<file path="src/rtl/uart_rx.sv">
// rtl/uart_rx.sv - 8N1 UART receiver with 16x oversampling and stop-bit error flag
module uart_rx #(
   parameter int FRAME_BITS = 8,
   parameter int OVERSAMPLE = 16
) (
   input  logic                  clk,
   input  logic                  reset,
   input  logic                  os_tick,
   input  logic                  rx_in,
   output logic [FRAME_BITS-1:0] data,
   output logic                  rx_valid,
   output logic                  rx_busy,
   output logic                  frame_err
);

   localparam int TW = (OVERSAMPLE > 1) ? $clog2(OVERSAMPLE) : 1;
   localparam int BW = (FRAME_BITS > 1) ? $clog2(FRAME_BITS) : 1;
   localparam logic [TW-1:0] HALF_M1  = TW'(OVERSAMPLE / 2 - 1);
   localparam logic [TW-1:0] FULL_M1  = TW'(OVERSAMPLE - 1);
   localparam logic [BW-1:0] LAST_BIT = BW'(FRAME_BITS - 1);

   typedef enum logic [1:0] {IDLE, START, DATA, STOP} state_t;

   state_t                  state_q;
   logic [TW-1:0]           tick_q;
   logic [BW-1:0]           bit_q;
   logic [FRAME_BITS-1:0]   shift_q;
   logic [FRAME_BITS-1:0]   data_q;
   logic                    rx_valid_q;
   logic                    rx_busy_q;
   logic                    frame_err_q;
   logic                    rx_meta_q;
   logic                    rx_s_q;
   logic                    rx_d_q;
   logic [1:0]              warm_q;
   logic                    armed_q;
   logic [FRAME_BITS:0]     shift_d;
   logic                    fall_d;

   assign shift_d = {rx_s_q, shift_q};
   // The synchroniser's reset value is not a real line sample, so a start edge is
   // only accepted once the line has genuinely been seen high after reset.
   assign fall_d  = armed_q & rx_d_q & ~rx_s_q;

   always_ff @(posedge clk or negedge reset) begin
      if (!reset) begin
         state_q     <= IDLE;
         tick_q      <= '0;
         bit_q       <= '0;
         shift_q     <= '0;
         data_q      <= '0;
         rx_valid_q  <= 1'b0;
         rx_busy_q   <= 1'b0;
         frame_err_q <= 1'b0;
         rx_meta_q   <= 1'b1;
         rx_s_q      <= 1'b1;
         rx_d_q      <= 1'b1;
         warm_q      <= 2'b00;
         armed_q     <= 1'b0;
      end else begin
         rx_meta_q   <= rx_in;
         rx_s_q      <= rx_meta_q;
         rx_d_q      <= rx_s_q;
         warm_q      <= {warm_q[0], 1'b1};
         if (warm_q[1] && rx_s_q) begin
            armed_q <= 1'b1;
         end
         rx_valid_q  <= 1'b0;
         frame_err_q <= 1'b0;

         case (state_q)
            IDLE: begin
               if (fall_d) begin
                  state_q   <= START;
                  tick_q    <= '0;
                  rx_busy_q <= 1'b1;
               end
            end
            START: begin
               if (os_tick) begin
                  if (tick_q == HALF_M1) begin
                     if (rx_s_q) begin
                        state_q   <= IDLE;
                        rx_busy_q <= 1'b0;
                     end else begin
                        state_q <= DATA;
                        tick_q  <= '0;
                        bit_q   <= '0;
                     end
                  end else begin
                     tick_q <= tick_q + 1'b1;
                  end
               end
            end
            DATA: begin
               if (os_tick) begin
                  if (tick_q == FULL_M1) begin
                     tick_q  <= '0;
                     shift_q <= shift_d[FRAME_BITS:1];
                     if (bit_q == LAST_BIT) begin
                        state_q <= STOP;
                     end else begin
                        bit_q <= bit_q + 1'b1;
                     end
                  end else begin
                     tick_q <= tick_q + 1'b1;
                  end
               end
            end
            STOP: begin
               if (os_tick) begin
                  if (tick_q == FULL_M1) begin
                     if (rx_s_q) begin
                        data_q     <= shift_q;
                        rx_valid_q <= 1'b1;
                     end else begin
                        frame_err_q <= 1'b1;
                     end
                     rx_busy_q <= 1'b0;
                     tick_q    <= '0;
                     state_q   <= IDLE;
                  end else begin
                     tick_q <= tick_q + 1'b1;
                  end
               end
            end
            default: begin
               state_q   <= IDLE;
               rx_busy_q <= 1'b0;
            end
         endcase
      end
   end

   assign data      = data_q;
   assign rx_valid  = rx_valid_q;
   assign rx_busy   = rx_busy_q;
   assign frame_err = frame_err_q;

endmodule

</file>
<file path="config.mk">
export PLATFORM = sky130hd
export DESIGN_NAME = uart_rx
export DESIGN_NICKNAME = d
export VERILOG_FILES = /design/src/rtl/uart_rx.sv
export SDC_FILE = /design/constraint.sdc
export NUM_CORES = 1
export LEC_CHECK = 0
export ABC_CLOCK_PERIOD_IN_PS = 1900
export BUFFER_PORTS_ARGS = -buffer_cell sky130_fd_sc_hd__buf_2
export CAP_MARGIN = 10
export CORE_MARGIN = 8
export CORE_UTILIZATION = 40
export CTS_CLUSTER_SIZE = 28
export DETAILED_ROUTE_END_ITERATION = 10
export PLACE_DENSITY = 0.61
export SETUP_SLACK_MARGIN = 0.4
export SYNTH_ARGS = -nofsm -noshare
export SYNTH_HDL_FRONTEND = slang
export SYNTH_SLANG_ARGS = --single-unit
</file>
<file path="constraint.sdc">
create_clock -name clk -period 1.9 [get_ports clk]
set_input_delay 0.475 -clock clk [delete_from_list [all_inputs] [get_ports clk]]
set_output_delay 0.475 -clock clk [all_outputs]
set_load 0.01 [all_outputs]
</file>
==> metrics.md, run 1 <==
| Metric | Value |
|---|---|
| GRT overflow | 0 |
| Port Buffers | 14 |
| Mean post-synth cell area | 13.1 um2 |
| Commonest cells post-synth | dfrtp_1 (31), mux2_2 (19), nand2_1 (8) |
| CP max FO | 5 |
| Antenna viol nets, final | 0 |
| CTS H-tree lvls | 2 |
| CP Launch Type | flop |
| Hold Path Class | in2async |
| Area contributors post-synth | dfrtp_1 (51%), mux2_2 (14%), dfstp_2 (5.1%), ha_1 (2.4%), nand2_1 (2.0%) |
| Hold Buf Count CTS | 0 |
| CP max stage cell | dfrtp_1 |
| Clk slew on worst S/H paths | 0.07 ns |
| Core area | 3660 um2 |
| Final hold violation count | 0 |
| Area growth syn-to-layout | 36.8% |
| Crit-path max cell delay | 0.40 ns |
| Sequential share of the synthesized area | 55.8% |
| Routed wire length per instance | 14.9 um |
| Final setup fails | 0 |
| Syn Inst Count | 117 |
| CP arrival | 1.76 ns |
| Area leader, netlist | dfrtp_1 |
| Width of the die | 77.9 um |
| Largest net degree at the start of global routing | 35 |
| Vias in the first global route | 1011 |
| Filler cell count | 309 |
| GPL Wtd Cong | 0.878 |
| Max_cap viols | 0 |
| Clk_skew | 0.00495 ns |
| Count leader, synth | dfrtp_1 |
| Data required, critical path | 2.07 ns |
| Share of layout cells above drive strength 1 | 54.7% |
| Crit share post-route | 83.9% |
| Outcome | complete, no violations |
| N_diodes | 0 |
| Distinct cells, synth | 37 |
| Max Slew Vio Count | 0 |
| Cts bufs inserted | 5 |
| F_max | 627 MHz |
| RSZ-0062 raised after global routing | yes |
| DP Area | 1650 um2 |
| IO Pins | 15 |
| Drt initial violations | 58 |
| Pwr Density | 1240 nW/um2 |
| Via Count | 1042 |
| WL final | 3.08 mm |
| Initial antenna violation count | 0 |
| CP cell instances | ha_4, buf_6, nand4_4, nor2_4, nand3_4, mux2_4 |
| Longest Clk Path Bufs | 2 |
| Ys async rst share | 100% |
| Post-route cell area | 2100 um2 |
| CP top delay family | simple AND/OR/NAND/NOR gates |
| Synth Register Bits | 34 |
| Ys Warns | 0 |
| Global-route wire length before repair | 4.89 mm |
| Core Util, Final | 57.3% |
| EDFF count, synth | 0 |
| Total power draw | 2.59 mW |
| Met2 Track Usage GR | 16.5% |
| Synth top area share | 50.6% |
| CTS Sinks | 34 |
| Met3 usage | 4.84% |
| Vias/cell | 5.03 |
| GR peak layer | met2 |
| Layout net count | 165 |
| Met1 Track Usage GR | 11.3% |
| Mapped cell area | 1530 um2 |
| WS Path Type | reg2reg |
| 1st-pass router iterations | 4 |
| Setup TNS | 0 ns |
| Synthesized net count | 124 |
| Synth Flop Type | dfrtp_1 |
| Crit path buf inv count | 1 |
| Static Leak | 1.02 nW |
| Fin crit period | 1.59 ns |
| Die Y | 77.9 um |
| Row cnt | 22 |
| Die Area | 6070 um2 |
| Setup crit end kind | flop |
| Initial Util | 41.9% |
| TritonCTS clock tree | done |
| Clk root buf | clkbuf_8 |
| Hpwl dp | 1.74 mm |
| Worst vdd rail ir drop | 0.475 mV |
| Number of remaining DRC errors | 0 |
| Worst-Skew Late Latency | 0.28 ns |
| GRT Util Overall | 10.1% |
[through the flow]
| step | instances | setup WS (ns) | hold WS, ns |
|---|---|---|---|
| 2_1_floorplan | 117 | 0.382 | 0.179 |
| 3_3_place_gp | 176 | 0.242 | 0.334 |
| 3_5_place_dp | 176 | 0.189 | 0.347 |
| 4_1_cts | 197 | 0.295 | 0.218 |
| 5_1_grt | 207 | 0.245 | 0.242 |
| 6_report | 207 | 0.305 | 0.206 |
[repair_timing]
| item | CTS | global route |
|---|---|---|
| setup buffers | 12 | 10 |
| gates cloned | 1 | 0 |
| pin swaps | 6 | 6 |
| resized for setup | 17 | 12 |
| endpoints found under the setup margin | 23 | 24 |
[state kept, by name (all words and copies together) (netlist names), named ones only]
register / count
rx_busy: 1
tick_q: 4
warm_q: 2
rx_meta_q: 1
bit_q: 3
state_q: 1
rx_s_q: 1
shift_q: 8
rx_valid: 1
data: 8
rx_d_q: 1
frame_err: 1
armed_q: 1
[report_power, final]
group | switching [mW] | internal (mW) | total (mW)
logic | 0.386 | 0.460 | 0.846
clock network | 0.250 | 0.559 | 0.809
registers | 0.131 | 0.809 | 0.940
[logic make-up after synthesis]
| family | synth area share, % |
|---|---|
| simple gates | 14.5 |
| flops | 55.8 |
| mux | 14.0 |
| other cells | 0.245 |
| buf+inv | 3.43 |
| compound gates | 9.72 |
| fa+ha+maj | 2.45 |
[worst paths after layout]
check / startpoint / endpoint / slack, ns / depth (start not counted)
max: tick_q[1]$_DFFE_PN0P_ / data[5]$_DFFE_PN0P_ / 0.31 / 6
min: reset / tick_q[1]$_DFFE_PN0P_ / 0.21 / 2
max reg2reg: tick_q[1]$_DFFE_PN0P_ / data[5]$_DFFE_PN0P_ / 0.31 / 6
min reg2reg: rx_meta_q$_DFF_PN1_ / rx_s_q$_DFF_PN1_ / 0.36 / 0
max in group asynchronous: reset / rx_meta_q$_DFF_PN1_ / 1.35 / 2
min in group clk: rx_in / rx_meta_q$_DFF_PN1_ / 0.29 / 1
[worst reg2reg max path: cells and delay by family, from the launching register on]
family,cells,cell delay (ns)
flops,1,0.40
mux,1,0.32
buf+inv,1,0.10
fa+ha+maj,1,0.18
simple gates,3,0.48
[layout make-up]
| class | count | area (um2) | area share [%] |
|---|---|---|---|
| inverters | 4 | 15.0 | 0.716 |
| well taps | 48 | 60.1 | 2.86 |
| clock inverters | 2 | 60.1 | 2.86 |
| multi-input cells | 75 | 749 | 35.7 |
| flip-flops and latches | 34 | 862 | 41.1 |
| clock buffers | 6 | 82.6 | 3.94 |
| repair buffers | 38 | 268 | 12.8 |
[layer usage]
layer / wire, um / up-vias
met5: 0 / -
met1: 1340 / 530
met3: 142 / 2
met2: 1580 / 13
met4: 19 / 0
li1: - / 497
[placed cells by master, fill, tap and decap left out, types with 2 or more instances in the layout]
cell and instances:
a21o_1 3, a21oi_1 2, a22o_1 2, buf_2 14, buf_4 20, buf_6 2, bufinv_16 2, clkbuf_8 6
dfrtp_1 28, dfrtp_2 3, dfstp_2 2, ha_1 2, inv_1 3, mux2_2 7, mux2_4 12, nand2_1 7
nand3_1 2, nand3_4 2, nor2_1 7, nor2_4 2, nor3_1 2, nor3b_1 2, o221ai_2 2
No activity file was read; power rests on OpenSTA's default activity.
==> run 2: changes to the inputs <==
--- a/config.mk
+++ b/config.mk
@@ -5,14 +5,15 @@
 export SDC_FILE = /design/constraint.sdc
 export NUM_CORES = 1
 export LEC_CHECK = 0
-export ABC_CLOCK_PERIOD_IN_PS = 1900
+export ABC_AREA = 1
+export ABC_CLOCK_PERIOD_IN_PS = 1400
 export BUFFER_PORTS_ARGS = -buffer_cell sky130_fd_sc_hd__buf_2
 export CAP_MARGIN = 10
 export CORE_MARGIN = 8
 export CORE_UTILIZATION = 40
 export CTS_CLUSTER_SIZE = 28
 export DETAILED_ROUTE_END_ITERATION = 10
-export PLACE_DENSITY = 0.61
+export PLACE_DENSITY = 0.63
 export SETUP_SLACK_MARGIN = 0.4
 export SYNTH_ARGS = -nofsm -noshare
 export SYNTH_HDL_FRONTEND = slang
==> constraint.sdc (replaced) <==
create_clock -name clk -period 1.4 [get_ports clk]
set_input_delay 0.35 -clock clk [delete_from_list [all_inputs] [get_ports clk]]
set_output_delay 0.35 -clock clk [all_outputs]
set_load 0.01 [all_outputs]
==> run 2 against run 1 <==
The run now ends with negative hold slack left. Non-clock buffer count rose by 6. Clock-buffer cell count down 1. Die area up 6.6%. Register-to-register slack got worse by 0.28 ns.
==> metrics.md, run 2 <==
| Metric | Value |
|---|---|
| Core area | 4000 um2 (+9.3%) |
| Synth Register Bits | 34 (unchanged) |
| Synthesized net count | 179 (+44%) |
| Number of remaining DRC errors | 0 (unchanged) |
| Most frequent cells in the layout | nand2_1 (30), dfrtp_1 (29), buf_4 (23) |
| Most common cell after layout, fill and taps aside | nand2_1 |
| WL final | 3.99 mm (+30%) |
| Clk slew on worst S/H paths | 0.09 ns (+0.02 ns) |
| Distinct cells, synth | 27 (-27%) |
| Met2 WL post-DR | 2.09 mm (+33%) |
| Worst vdd rail ir drop | 0.816 mV (+72%) |
| Via Count | 1323 (+27%) |
| Filler cell count | 310 (+0.32%) |
| F_max | 728 MHz (+16%) |
| Fin crit period | 1.37 ns (-0.221 ns) |
| GRT overflow | 0 (unchanged) |
| CP arrival | 1.55 ns (-0.21 ns) |
| Final Hold Slack | -0.0517 ns (-0.258 ns) |
| CTS Sinks | 34 (unchanged) |
| Pwr Density | 1470 nW/um2 (+19%) |
| Port Buffers | 14 (unchanged) |
| Data required, critical path | 1.58 ns (-0.49 ns) |
| Width of the die | 80.4 um (+3.2%) |
| Crit-path max cell delay | 0.41 ns (about the same) |
| CP top delay family | flip-flops |
| Clk_skew | 0.0158 ns (+0.0108 ns) |
| Area leader, netlist | dfrtp_1 |
| Max_cap viols | 0 (unchanged) |
| Post-route cell area | 2370 um2 (+13%) |
| Vias/cell | 4.86 (-3.4%) |
| Logic pwr share | 39.0% (+6.4 points) |
| IO Pins | 15 (unchanged) |
| Clk root buf | clkbuf_8 |
| 1st-pass router iterations | 4 (unchanged) |
| Vias in the first global route | 1414 (+40%) |
| Longest Clk Path Bufs | 2 (unchanged) |
| Mapped cell area | 1660 um2 (+8.3%) |
| Synth top area share | 46.7% (-3.9 points) |
| Ys Warns | 0 (unchanged) |
| Initial Util | 41.5% (-0.36 points) |
| CP Launch Type | flop |
| Total power draw | 3.48 mW (+34%) |
| Worst path depth | 7 (+1) |
| CP max stage cell | dfrtp_1 |
| GPL Wtd Cong | 0.908 (+3.4%) |
| Die Area | 6470 um2 (+6.6%) |
| CTS H-tree lvls | 2 (unchanged) |
| Final hold violation count | 10 (+10) |
| Critical R2R Capture | data[7]$_DFFE_PN0P_ |
| Met3 routed WL | 148 um (+4.2%) |
| Count leader, synth | nand2_1 |
| EDFF count, synth | 0 (unchanged) |
| Setup crit end kind | flop |
| N_diodes | 0 (unchanged) |
| Mean post-synth cell area | 9.65 um2 (-26%) |
| M1 wire length | 1.73 mm (+30%) |
| Internal power | 2.15 mW (+18%) |
| Drt initial violations | 144 (+150%) |
| DP Area | 1840 um2 (+11%) |
| Layout net count | 228 (+38%) |
| Ys async rst share | 100% (unchanged) |
| CP cell instances | ha_4, nand3_4, clkinv_4, nand4_4, clkbuf_16, nand2_4, o21ai_2 |
| Share of layout cells above drive strength 1 | 59.0% (+4.3 points) |
| Cts bufs inserted | 5 (unchanged) |
| Outcome | finished with violations |
| Synth Flop Type | dfrtp_1 |
| Final setup fails | 0 (unchanged) |
| Hold Path Class | in2async |
| Hpwl dp | 2.32 mm (+33%) |
| Worst R2R Path Depth | 7 (+1) |
| Max Slew Vio Count | 0 (unchanged) |
| Sw Pwr | 1.33 mW (+73%) |
| RSZ-0062 raised after global routing | yes |
| Die Y | 80.4 um (+3.2%) |
| GRT Util Overall | 13.0% (+2.9 points) |
| Crit path buf inv count | 2 (+1) |
| TritonCTS clock tree | done |
| Syn Inst Count | 172 (+47%) |
| Area contributors post-synth | dfrtp_1 (47%), nand2_1 (11%), o21ai_2 (8.4%), dfstp_2 (4.7%), nand2_2 (3.4%) |
| Initial antenna violation count | 0 (unchanged) |
| Reg-to-reg startpoint | tick_q[1]$_DFFE_PN0P_ |
| Crit share post-route | 98.1% (+14 points) |
| CP max FO | 8 (+3) |
| Hold Buf Count CTS | 1 (+1) |
| Row cnt | 23 (+4.5%) |
| Static Leak | 1.14 nW (+11%) |
| Routed wire length per instance | 14.7 um (-1.2%) |
| Share of power burned in registers | 34.3% (-1.9 points) |
| Area growth syn-to-layout | 43.0% |
| Global-route wire length before repair | 6.52 mm (+33%) |
| Largest net degree at the start of global routing | 20 (-43%) |
| Failing checks | negative hold slack |
| Commonest cells post-synth | nand2_1 (49), dfrtp_1 (31), o21ai_2 (16) |
| Worst-Skew Late Latency | 0.30 ns (+0.02 ns) |
| Clock Power Share | 26.6% (-4.6 points) |
| WS Path Type | reg2reg |
| Max Used Layer | met4 |
| Sw Share | 38.2% (+8.7 points) |
| Antenna viol nets, final | 0 (unchanged) |
| FF-to-FF setup slack | 0.03 ns (-0.28 ns) |
| Sequential share of the synthesized area | 51.5% (-4.3 points) |
run 2: cell count changes after synthesis, sizes merged, moves of 8 or more:
cell / delta
nand2: +51
o21ai: +20
mux2: -19
inv: +15
nand3: +8
run 2: worst max-delay path by stage:
| stage | start | endpoint | slack, ns |
|---|---|---|---|
| global placement | tick_q[1]$_DFFE_PN0P_ | data[3]$_DFFE_PN0P_ | 0.07 |
| floorplan | tick_q[0]$_DFFE_PN0P_ | data[6]$_DFFE_PN0P_ | 0.15 |
| finish | tick_q[1]$_DFFE_PN0P_ | data[7]$_DFFE_PN0P_ | 0.03 |
| CTS | bit_q[0]$_DFFE_PN0P_ | bit_q[1]$_DFFE_PN0P_ | 0.08 |
| global route | tick_q[1]$_DFFE_PN0P_ | data[0]$_DFFE_PN0P_ | -0.03 |
| detailed placement | tick_q[1]$_DFFE_PN0P_ | data[5]$_DFFE_PN0P_ | 0.03 |
run 2: timing repair:
item / 4_1_cts / 5_1_grt
pin swaps: 5 / 6
setup endpoints to repair: 39 / 44
buffers inserted: 17 / 7
gates resized for setup: 28 / 24
endpoints found under the hold margin: 5 / 10
gates cloned: 2 / 0
run 2: power groups by stage:
stage / Sequential, mW / Clock, mW / Combinational, mW
global route: 1.21 / 0.987 / 1.48
floorplan: 1.18 / 0 / 0.784
CTS: 1.18 / 0.936 / 1.22
finish: 1.20 / 0.927 / 1.36
global placement: 1.19 / 0 / 0.950
detailed placement: 1.20 / 0 / 0.985
run 2: worst reg2reg max path, delay by kind of cell (launching register included):
| family | cells | cell delay, ns |
|---|---|---|
| compound gates | 1 | 0.04 |
| fa+ha+maj | 1 | 0.19 |
| buf+inv | 2 | 0.31 |
| flops | 1 | 0.41 |
| simple gates | 3 | 0.30 |
run 2: cells by family (layout without fill, tap and decap cells):
group                      Yosys count  after routing  synth area share, %
and+or+nand+nor                     85             86                 27.4
buffers and inverters               23             72                 6.86
xor gates and xnor gates             1              1                0.528
other                                1              1                0.226
DFF                                 34             34                 51.5
AOI/OAI and AO/OA                   25             25                 11.3
adders and majority gates            3              3                 2.26
run 2: cell type report:
type / count / area [um2] / share of cell area [%]
flip-flops and latches: 34 / 857 / 36.1
well taps: 50 / 62.6 / 2.64
multi-input cells: 116 / 872 / 36.7
clock buffers: 5 / 68.8 / 2.90
inverters: 20 / 92.6 / 3.90
clock inverters: 3 / 45.0 / 1.90
repair buffers: 44 / 375 / 15.8
run 2: metal layers:
metal	vias to the layer above	GRT usage, %
met3	2	3.79
met2	26	21.2
met5	-	0
met1	650	15.2
li1	645	-
met4	0	6.00
run 2: stage by stage:
step           instances  setup WS, ns  hold WS, ns  setup TNS, ns  util (%)
2_1_floorplan        172         0.148       0.0544              0         -
3_3_place_gp         237        0.0731        0.301              0      45.9
3_5_place_dp         237        0.0323        0.305              0      45.9
4_1_cts              265        0.0801      -0.0355              0      55.9
5_1_grt              272       -0.0272      -0.0324         -0.315      59.3
6_report             272        0.0264      -0.0517              0      59.3
==> run 3: changes to the inputs <==
--- a/config.mk
+++ b/config.mk
@@ -7,13 +7,13 @@
 export LEC_CHECK = 0
 export ABC_AREA = 1
 export ABC_CLOCK_PERIOD_IN_PS = 1400
-export BUFFER_PORTS_ARGS = -buffer_cell sky130_fd_sc_hd__buf_2
 export CAP_MARGIN = 10
 export CORE_MARGIN = 8
 export CORE_UTILIZATION = 40
 export CTS_CLUSTER_SIZE = 28
 export DETAILED_ROUTE_END_ITERATION = 10
-export PLACE_DENSITY = 0.63
+export DONT_BUFFER_PORTS = 1
+export PLACE_DENSITY = 0.59
 export SETUP_SLACK_MARGIN = 0.4
 export SYNTH_ARGS = -nofsm -noshare
 export SYNTH_HDL_FRONTEND = slang
==> run 3 against run 2 <==
The run still ends with negative hold slack left. Sequential power barely moved. Via count is 5.1% lower. Worst hold slack got worse by 0.19 ns. Clock skew is 0.0077 ns lower. Maximum frequency increased by 1.3%. Clock power is 1% lower. Design area fell by 7.8%. Sequential cell count unchanged. First-iteration DRC count shrank 65%. Critical path type unchanged. Largest power group unchanged. Highest routed layer unchanged.
==> metrics.md, run 3 (synthesis results as in run 2) <==
| Metric | Value |
|---|---|
| Final setup fails | 0 (unchanged) |
| DP Area | 1740 um2 (-5.3%) |
| CP top delay family | flip-flops |
| Critical R2R Capture | data[7]$_DFFE_PN0P_ |
| Clk slew on worst S/H paths | 0.07 ns (-0.02 ns) |
| Reg-to-reg startpoint | tick_q[0]$_DFFE_PN0P_ |
| Width of the die | 80.4 um (unchanged) |
| Vias/cell | 5.16 (+6.2%) |
| CP arrival | 1.53 ns (-0.02 ns) |
| Hold Path Class | in2async |
| Fin crit period | 1.36 ns (-0.0177 ns) |
| Area growth syn-to-layout | 31.8% |
| Final Hold Slack | -0.245 ns (-0.194 ns) |
| Initial Util | 41.5% (unchanged) |
| Worst R2R Path Depth | 7 (unchanged) |
| Vias in the first global route | 1312 (-7.2%) |
| Pwr Density | 1560 nW/um2 (+6.5%) |
| Crit share post-route | 96.8% (-1.3 points) |
| Clk_skew | 0.00808 ns (-0.00769 ns) |
| Worst vdd rail ir drop | 0.718 mV (-12%) |
| GRT Util Overall | 12.5% (-0.45 points) |
| Die Y | 80.4 um (unchanged) |
| Core Util, Final | 54.7% (-4.6 points) |
| Cts bufs inserted | 5 (unchanged) |
| Core area | 4000 um2 (unchanged) |
| Largest net degree at the start of global routing | 35 (+75%) |
| RSZ-0062 raised after global routing | yes |
| Failing checks | negative hold slack |
| Worst-Skew Late Latency | 0.29 ns (about the same) |
| Port Buffers | 0 (-14) |
| Final hold violation count | 34 (+24) |
| Outcome | finished with violations |
| Crit-path max cell delay | 0.41 ns (about the same) |
| Fin cells | 243 (-11%) |
| CP Launch Type | flop |
| TritonCTS clock tree | done |
| CTS H-tree lvls | 2 (unchanged) |
| CTS Sinks | 34 (unchanged) |
| Global-route wire length before repair | 6.33 mm (-2.9%) |
| Max Slew Vio Count | 0 (unchanged) |
| CP cell instances | ha_4, nand3_4, clkinv_4, nand4_4, buf_12, nand2_2, o21ai_2 |
| Die Area | 6470 um2 (unchanged) |
| WL final | 3.75 mm (-6.2%) |
| Most frequent cells in the layout | nand2_1 (37), dfrtp_1 (22), o21ai_2 (17) |
| Crit path buf inv count | 2 (unchanged) |
| Share of layout cells above drive strength 1 | 52.8% (-6.2 points) |
| GPL Wtd Cong | 0.934 (+2.9%) |
| Routed wire length per instance | 15.4 um (+5.0%) |
| Drt initial violations | 50 (-65%) |
| Longest Clk Path Bufs | 2 (unchanged) |
| FF-to-FF setup slack | 0.04 ns (+0.02 ns) |
| CP max stage cell | dfrtp_1 |
| IO Pins | 15 (unchanged) |
| Clk root buf | clkbuf_8 |
| Via Count | 1255 (-5.1%) |
| 1st-pass router iterations | 4 (unchanged) |
| Layout net count | 200 (-12%) |
| CP max FO | 8 (unchanged) |
| Antenna viol nets, final | 0 (unchanged) |
| Initial antenna violation count | 0 (unchanged) |
| GRT overflow | 0 (unchanged) |
| WS Path Type | reg2reg |
| Post-route cell area | 2190 um2 (-7.8%) |
| Setup crit end kind | flop |
| Number of remaining DRC errors | 0 (unchanged) |
| Max_cap viols | 0 (unchanged) |
| Row cnt | 23 (unchanged) |
| Hpwl dp | 2.20 mm (-5.1%) |
| Static Leak | 0.956 nW (-16%) |
| Most common cell after layout, fill and taps aside | nand2_1 |
| F_max | 738 MHz (+1.3%) |
| Data required, critical path | 1.57 ns (about the same) |
| N_diodes | 0 (unchanged) |
| Number of instances in the placed design | 221 (-6.8%) |
| Setup TNS | 0 ns (unchanged) |
## run 3: changes by cell type in the layout (fill, tap and decap cells not counted), sizes merged
cell / change
buf: -27
clkbuf: +1
clkinvlp: -2
dlymetal6s4s: -1
## run 3: layout make-up
| class | instances | area (um2) |
|---|---|---|
| fill | 340 | 1810 |
| multi-input combinational | 116 | 883 |
| sequential | 34 | 866 |
| timing repair buffer | 16 | 179 |
| inverter | 20 | 85.1 |
| clock buffer | 6 | 82.6 |
| tap | 50 | 62.6 |
| clock inverter | 1 | 30.0 |
## run 3: through the flow
step                worst slack, ns  hold slack (ns)  power [mW]
global route                -0.0210           -0.270        3.65
finish                       0.0441           -0.245        3.42
global placement             0.0474           0.0557        2.11
detailed placement          -0.0154           0.0559        2.13
floorplan                     0.148           0.0544        1.96
CTS                           0.101           -0.255        3.26
## run 3: what timing repair did
action / in CTS / in global routing
buffers inserted: 11 / 2
pin swaps: 4 / 11
endpoints found under the hold margin: 34 / 34
endpoints found under the setup margin: 39 / 39
gates cloned: 1 / 1
gates resized for setup: 10 / 37
## run 3: power breakdown
group | internal (mW) | total [mW] | switching [mW]
registers | 1.08 | 1.19 | 0.104
clock network | 0.569 | 0.918 | 0.349
logic | 0.513 | 1.31 | 0.799
total | 2.16 | 3.42 | 1.25
## run 3: how the worst max path moves through the flow
stage	start	to	slack, ns	cells past startpoint
finish	tick_q[0]$_DFFE_PN0P_	data[7]$_DFFE_PN0P_	0.04	7
CTS	tick_q[0]$_DFFE_PN0P_	data[0]$_DFFE_PN0P_	0.10	8
detailed placement	tick_q[1]$_DFFE_PN0P_	data[5]$_DFFE_PN0P_	-0.02	6
global route	tick_q[0]$_DFFE_PN0P_	tick_q[0]$_DFFE_PN0P_	-0.02	7
global placement	tick_q[1]$_DFFE_PN0P_	data[3]$_DFFE_PN0P_	0.05	6
floorplan	tick_q[0]$_DFFE_PN0P_	data[6]$_DFFE_PN0P_	0.15	7
## run 3: per-layer routing
metal  up-vias  GRT usage (%)  routed length, um
li1        593              -                  -
met1       614           14.4               1500
met2        34           20.0               1900
met3        14           4.80                223
met4         0           5.64                115
met5         -              0                  0
## run 3: worst reg2reg max path, stage by stage, from the launching register on
cell and delay, ns:
dfrtp_1 0.41, ha_4 0.19, nand3_4 0.12, clkinv_4 0.11
nand4_4 0.11, buf_12 0.18, nand2_2 0.06, o21ai_2 0.05
